--- src/rtl/kbd_pkg.sv ---
// Shared types and default sizing for the keyboard receive controller.
package kbd_pkg;

   typedef enum logic [1:0] {
      StOff  = 2'd0,
      StRun  = 2'd1,
      StHold = 2'd2
   } kbd_state_e;

   localparam int unsigned KBD_DEPTH       = 8;
   localparam int unsigned KBD_HOLD_FREE   = 1;
   localparam int unsigned KBD_RESUME_FREE = 4;

endpackage

--- src/rtl/kbd_rx_ctrl_if.sv ---
// CPU-side register/strobe bundle of the keyboard receive controller.
interface kbd_rx_ctrl_if
   import kbd_pkg::*;
#(
   parameter int unsigned DEPTH = KBD_DEPTH
);
   logic                     i_enable;
   logic                     i_irq_en;
   logic                     o_irq;
   logic                     i_rd;
   logic [7:0]               o_data;
   logic                     o_rx_ready;
   logic [$clog2(DEPTH):0]   o_count;
   logic                     o_ovf;
   logic                     i_clr_ovf;

   modport slave (
      input  i_enable, i_irq_en, i_rd, i_clr_ovf,
      output o_irq, o_data, o_rx_ready, o_count, o_ovf
   );

   modport master (
      output i_enable, i_irq_en, i_rd, i_clr_ovf,
      input  o_irq, o_data, o_rx_ready, o_count, o_ovf
   );
endinterface

--- src/rtl/kbd_rx_fifo.sv ---
// Show-ahead synchronous FIFO with occupancy count and drop indication.
module kbd_rx_fifo #(
   parameter int unsigned DEPTH = 8,
   localparam int unsigned AW = $clog2(DEPTH),
   localparam int unsigned CW = AW + 1
) (
   input  logic          i_clk,
   input  logic          i_rst,
   input  logic          i_push,
   input  logic [7:0]    i_data,
   input  logic          i_pop,
   output logic [7:0]    o_data,
   output logic [CW-1:0] o_count,
   output logic [CW-1:0] o_count_nxt,
   output logic          o_empty,
   output logic          o_full,
   output logic          o_drop
);
   logic [7:0]    r_mem [DEPTH];
   logic [AW-1:0] r_wr_ptr;
   logic [AW-1:0] r_rd_ptr;
   logic [CW-1:0] r_count;
   logic          w_push;
   logic          w_pop;

   assign o_empty = (r_count == '0);
   assign o_full  = (r_count == CW'(DEPTH));
   // A pop of an empty FIFO is ignored; a push into a full FIFO needs a real pop.
   assign w_pop   = i_pop & ~o_empty;
   assign w_push  = i_push & (~o_full | w_pop);
   assign o_drop  = i_push & ~w_push;
   assign o_data  = r_mem[r_rd_ptr];
   assign o_count = r_count;

   always_comb begin
      o_count_nxt = r_count;
      if (w_push && !w_pop) begin
         o_count_nxt = r_count + CW'(1);
      end else if (!w_push && w_pop) begin
         o_count_nxt = r_count - CW'(1);
      end
   end

   always_ff @(posedge i_clk) begin
      if (i_rst) begin
         r_wr_ptr <= '0;
         r_rd_ptr <= '0;
         r_count  <= '0;
      end else begin
         if (w_push) r_wr_ptr <= r_wr_ptr + AW'(1);
         if (w_pop)  r_rd_ptr <= r_rd_ptr + AW'(1);
         r_count <= o_count_nxt;
      end
   end

   always_ff @(posedge i_clk) begin
      if (w_push && !i_rst) begin
         r_mem[r_wr_ptr] <= i_data;
      end
   end
endmodule

--- src/rtl/kbd_rx_ctrl.sv ---
// Keyboard receive controller: FIFO buffering, flow-control FSM, overflow and irq.
// Define KBD_RX_IRQ_EN to enable the interrupt output.
module kbd_rx_ctrl
   import kbd_pkg::*;
#(
   parameter int unsigned DEPTH       = KBD_DEPTH,
   parameter int unsigned HOLD_FREE   = KBD_HOLD_FREE,
   parameter int unsigned RESUME_FREE = KBD_RESUME_FREE
) (
   input  logic          i_clk,
   input  logic          i_rst,
   input  logic [7:0]    i_ascii,
   input  logic          i_key_received,
   output logic          o_rx_en_ps2,
   kbd_rx_ctrl_if.slave  cpu
);
   localparam int unsigned CW = $clog2(DEPTH) + 1;

   kbd_state_e    r_state;
   kbd_state_e    w_state_d;
   logic          r_rx_en;
   logic          r_ovf;
   logic          w_ovf_d;
   logic [7:0]    w_data;
   logic [CW-1:0] w_count;
   logic [CW-1:0] w_count_nxt;
   logic          w_empty;
   logic          w_full;
   logic          w_drop;
   logic [31:0]   w_free;
   logic          w_throttle;
   logic          w_resume;

   kbd_rx_fifo #(
      .DEPTH (DEPTH)
   ) u_fifo (
      .i_clk       (i_clk),
      .i_rst       (i_rst),
      .i_push      (i_key_received),
      .i_data      (i_ascii),
      .i_pop       (cpu.i_rd),
      .o_data      (w_data),
      .o_count     (w_count),
      .o_count_nxt (w_count_nxt),
      .o_empty     (w_empty),
      .o_full      (w_full),
      .o_drop      (w_drop)
   );

   // Thresholds look at next-cycle occupancy so throttling reacts to the push in flight.
   assign w_free     = DEPTH - 32'(w_count_nxt);
   assign w_throttle = (w_free <= HOLD_FREE);
   assign w_resume   = (w_free >= RESUME_FREE);

   always_comb begin
      w_state_d = r_state;
      if (!cpu.i_enable) begin
         w_state_d = StOff;
      end else begin
         unique case (r_state)
            StOff:   w_state_d = w_throttle ? StHold : StRun;
            StRun:   if (w_throttle) w_state_d = StHold;
            StHold:  if (w_resume) w_state_d = StRun;
            default: w_state_d = StOff;
         endcase
      end
   end

   always_comb begin
      w_ovf_d = r_ovf;
      if (w_drop) begin
         w_ovf_d = 1'b1;
      end else if (cpu.i_clr_ovf) begin
         w_ovf_d = 1'b0;
      end
   end

   always_ff @(posedge i_clk) begin
      if (i_rst) begin
         r_state <= StOff;
         r_rx_en <= 1'b0;
         r_ovf   <= 1'b0;
      end else begin
         r_state <= w_state_d;
         r_rx_en <= (w_state_d == StRun);
         r_ovf   <= w_ovf_d;
      end
   end

`ifdef KBD_RX_IRQ_EN
   logic r_irq;

   always_ff @(posedge i_clk) begin
      if (i_rst) begin
         r_irq <= 1'b0;
      end else begin
         r_irq <= cpu.i_irq_en & (~w_empty | r_ovf);
      end
   end

   assign cpu.o_irq = r_irq;
`else
   logic w_unused_irq_en;

   assign w_unused_irq_en = cpu.i_irq_en;
   assign cpu.o_irq       = 1'b0;
`endif

   logic w_unused_full;
   assign w_unused_full = w_full;

   assign o_rx_en_ps2    = r_rx_en;
   assign cpu.o_data     = w_data;
   assign cpu.o_rx_ready = ~w_empty;
   assign cpu.o_count    = w_count;
   assign cpu.o_ovf      = r_ovf;
endmodule

--- src/flat_wrapper.sv ---
// flat-port wrapper written by rule: the top's interface ports become plain ports
module kbd_rx_ctrl_flat import kbd_pkg::*;
#(
   parameter int unsigned DEPTH       = KBD_DEPTH,
   parameter int unsigned HOLD_FREE   = KBD_HOLD_FREE,
   parameter int unsigned RESUME_FREE = KBD_RESUME_FREE
)
  (i_clk, i_rst, i_ascii, i_key_received, o_rx_en_ps2, cpu_i_enable, cpu_i_irq_en, cpu_i_rd, cpu_i_clr_ovf, cpu_o_irq, cpu_o_data, cpu_o_rx_ready, cpu_o_count, cpu_o_ovf);
  kbd_rx_ctrl_if #(.DEPTH(DEPTH)) cpu_i ();
  input  logic i_clk;
  input  logic i_rst;
  input  logic [7:0] i_ascii;
  input  logic i_key_received;
  output logic o_rx_en_ps2;
  input wire logic [$bits(cpu_i.i_enable)-1:0] cpu_i_enable;
  input wire logic [$bits(cpu_i.i_irq_en)-1:0] cpu_i_irq_en;
  input wire logic [$bits(cpu_i.i_rd)-1:0] cpu_i_rd;
  input wire logic [$bits(cpu_i.i_clr_ovf)-1:0] cpu_i_clr_ovf;
  output wire logic [$bits(cpu_i.o_irq)-1:0] cpu_o_irq;
  output wire logic [$bits(cpu_i.o_data)-1:0] cpu_o_data;
  output wire logic [$bits(cpu_i.o_rx_ready)-1:0] cpu_o_rx_ready;
  output wire logic [$bits(cpu_i.o_count)-1:0] cpu_o_count;
  output wire logic [$bits(cpu_i.o_ovf)-1:0] cpu_o_ovf;
  assign cpu_i.i_enable = cpu_i_enable;
  assign cpu_i.i_irq_en = cpu_i_irq_en;
  assign cpu_i.i_rd = cpu_i_rd;
  assign cpu_i.i_clr_ovf = cpu_i_clr_ovf;
  assign cpu_o_irq = cpu_i.o_irq;
  assign cpu_o_data = cpu_i.o_data;
  assign cpu_o_rx_ready = cpu_i.o_rx_ready;
  assign cpu_o_count = cpu_i.o_count;
  assign cpu_o_ovf = cpu_i.o_ovf;
  kbd_rx_ctrl #(.DEPTH(DEPTH), .HOLD_FREE(HOLD_FREE), .RESUME_FREE(RESUME_FREE)) u_core (.i_clk(i_clk), .i_rst(i_rst), .i_ascii(i_ascii), .i_key_received(i_key_received), .o_rx_en_ps2(o_rx_en_ps2), .cpu(cpu_i));
endmodule
--- config.mk ---
export PLATFORM = sky130hd
export DESIGN_NAME = kbd_rx_ctrl_flat
export DESIGN_NICKNAME = d
export VERILOG_FILES = /design/src/rtl/kbd_pkg.sv /design/src/rtl/kbd_rx_ctrl_if.sv /design/src/rtl/kbd_rx_fifo.sv /design/src/rtl/kbd_rx_ctrl.sv /design/src/flat_wrapper.sv
export SDC_FILE = /design/constraint.sdc
export NUM_CORES = 1
export LEC_CHECK = 0
export CAP_MARGIN = 20
export CORE_UTILIZATION = 35
export CTS_BUF_LIST = sky130_fd_sc_hd__clkbuf_2
export CTS_CLUSTER_DIAMETER = 50
export DETAILED_ROUTE_END_ITERATION = 7
export PLACE_DENSITY = 0.55
export REMOVE_ABC_BUFFERS = 1
export SETUP_SLACK_MARGIN = 0.4
export SLEW_MARGIN = 20
export SYNTH_ARGS = -nofsm -noshare
export SYNTH_HDL_FRONTEND = slang
export SYNTH_HIERARCHICAL = 1
export SYNTH_SLANG_ARGS = --single-unit
--- constraint.sdc ---
create_clock -name i_clk -period 3.28 [get_ports i_clk]
set_clock_uncertainty 0.1 [all_clocks]
set_input_delay 0.656 -clock i_clk [delete_from_list [all_inputs] [get_ports i_clk]]
set_output_delay 0.656 -clock i_clk [all_outputs]
set_load 0.02 [all_outputs]
==> flow_summary_export.csv <==
group,metric,value,unit
status,run_status,"completed",
floorplan,io_pins,31,
timing,rsz0062_at_grt,"true",
route,drtIter0Drc,67,
clocking,numCtsBuffers,9,
global_routing,grt_max_degree,17,
global_routing,grt_pass1_vias,1842,
route,drt-vias-per-instance,4.76,
timing,maxSlewViolCount,0,
timing,fmax,355,MHz
place,routabilityCongestion,0.869,
clocking,hold_buffers,0,
worst_setup_path,cp_max_fo,8,
global_routing,track_usage,13.2,%
timing,worstMarginPinSlew,0.592,ns
finish,diodes,0,
route,drcViolationCount,0,
worst_setup_path,end_kind,"output port",
global_routing,antenna_found_initial,0,
clocking,cts_root_buffer,"clkbuf_2",
synth,syn_inst,214,
timing,period_share,85.8,%
floorplan,num_rows,35,
timing,fin_setup_tns,0,ns
route,drt-total-wl,6050,um
global_routing,grt_pass1_wl,9680,um
route,dr.pass1.iters,4,
worst_setup_path,startpoint_type,"register",
finish,areaGrowthSynthToFinish,20.0,%
timing,hold_viol_final,0,
floorplan,die_w,100,um
clocking,clkSinkCount,81,
place,place.port_buffers,28,
place,dp_hpwl,3690,um
worst_setup_path,r2r_start,"u_core/u_fifo/o_count[1]",
global_routing,grt_overflow,0,
job,maxCapViolations,0,
route,ant_nets,0,
hold_path,hp-class,"register to register",
clocking,insertion_delay,0.48,ns
clocking,cts.clk_slew.worst_paths,0.23,ns
finish,layout-drive-gt1-share,29.3,%
floorplan,start_util,36.4,%
power_and_ir_drop,worst_ir_drop_vdd,0.000349,V
clocking,tritoncts,"yes",
clocking,clockBufferDepth,2,
synth,synth.avg_cell_area,15.8,um2
finish,fin_area,4050,um2
synth,synth_warnings,6,
worst_setup_path,arrival,2.06,ns
floorplan,fp.coreArea,9280,um2
route,wl_per_cell,15.4,um
floorplan,die_h,100,um
power_and_ir_drop,p_per_area,635,nW/um2
worst_setup_path,crit_required,2.52,ns
finish,fin_nets,277,
power_and_ir_drop,p_leak,1.38,nW
route,vias,1866,
timing,period_needed,2.81,ns
timing,setup_viol,0,
synth,netlist_area,3380,um2
timing,slew_headroom,60.5,%
hold_path,holdCritStartpoint,"u_core/u_fifo/r_rd_ptr[1]",
floorplan,die_area,10000,um2
clocking,cts_max_level,3,
worst_setup_path,critical_path_class,"register to output port",
place,place_area,3840,um2
power_and_ir_drop,total_power,2.57,mW
layout make-up:
class                           instances  area [um2]
Fill cell                             870        5230
Sequential cell                        81        2270
Multi-Input combinational cell        115        1060
Timing Repair Buffer                   45         437
Tap cell                              129         161
Clock inverter                          7        52.6
Clock buffer                            9        45.0
Inverter                                6        22.5
through the flow:
| step | instances | hold WS (ns) | util [%] | setup WS (ns) |
|---|---|---|---|---|
| floorplan | 202 | 0.347 | - | 0.523 |
| global placement | 370 | 0.378 | 41.3 | 0.305 |
| detailed placement | 370 | 0.373 | 41.3 | 0.280 |
| CTS | 387 | 0.399 | 42.8 | 0.349 |
| global route | 392 | 0.428 | 43.6 | 0.349 |
| finish | 392 | 0.404 | 43.6 | 0.466 |
timing repair:
action,in CTS,in global routing
gates resized for setup,43,15
gates cloned,1,0
setup endpoints to repair,9,7
setup buffers,0,5
layer usage:
layer  global-route usage [%]  up-vias  share of wire (%)  wire (um)
met4                     5.35        0                1.3         76
met2                     21.1       40                 47       2860
met1                     17.7      911                 48       2920
li1                         -      907                  -          -
met5                        0        -                  0          0
met3                     2.72        8                3.3        202
state kept, by name, summed over array words and instances, names as in the netlist, named ones only:
name and flops:
u_core/cpu.o_ovf 1, u_core/o_rx_en_ps2 1, u_core/r_state 2, u_core/u_fifo/o_count 4
u_core/u_fifo/r_mem 64, u_core/u_fifo/r_rd_ptr 3, u_core/u_fifo/r_wr_ptr 3
where the power goes:
part,internal (mW),leakage [nW],total (mW),switching [mW]
clock,0.106,0.0592,0.452,0.345
sequential,1.17,0.719,1.21,0.0453
combinational,0.490,0.606,0.910,0.420
total,1.76,1.38,2.57,0.811
placed cells by master (no fill, tap or decap), types with 2 or more instances in the layout:
cell type	count
a211oi_1	4
a21oi_1	8
buf_12	2
buf_2	4
buf_4	14
buf_6	4
clkbuf_2	9
clkdlybuf4s50_1	19
dfxtp_1	14
dfxtp_4	3
edfxtp_1	64
ha_1	3
inv_1	6
inv_6	3
mux2_2	4
mux2_4	5
mux4_2	16
nand2_1	11
nand2b_1	3
nand3_1	4
nand3b_1	3
nor2_1	18
nor2b_1	4
nor3_1	3
nor4_2	2
o21ai_0	3
o22ai_1	2
xor2_1	4
worst paths after layout:
kind / endpoint / slack, ns / cells after the start
worst max-delay path: cpu_o_data[1] / 0.47 / 5
worst min-delay path: u_core/u_fifo/r_rd_ptr[1] / 0.40 / 2
worst max register to register: u_core/r_state[1] / 0.88 / 10
worst min register to register: u_core/u_fifo/r_rd_ptr[1] / 0.40 / 2
critical path, stage by stage, from the launching register on:
cell     delay (ns)
dfxtp_4        0.43
buf_12         0.11
buf_16         0.13
mux4_2         0.48
mux2_2         0.27
buf_2          0.16
No activity file was read; power rests on OpenSTA's default activity.
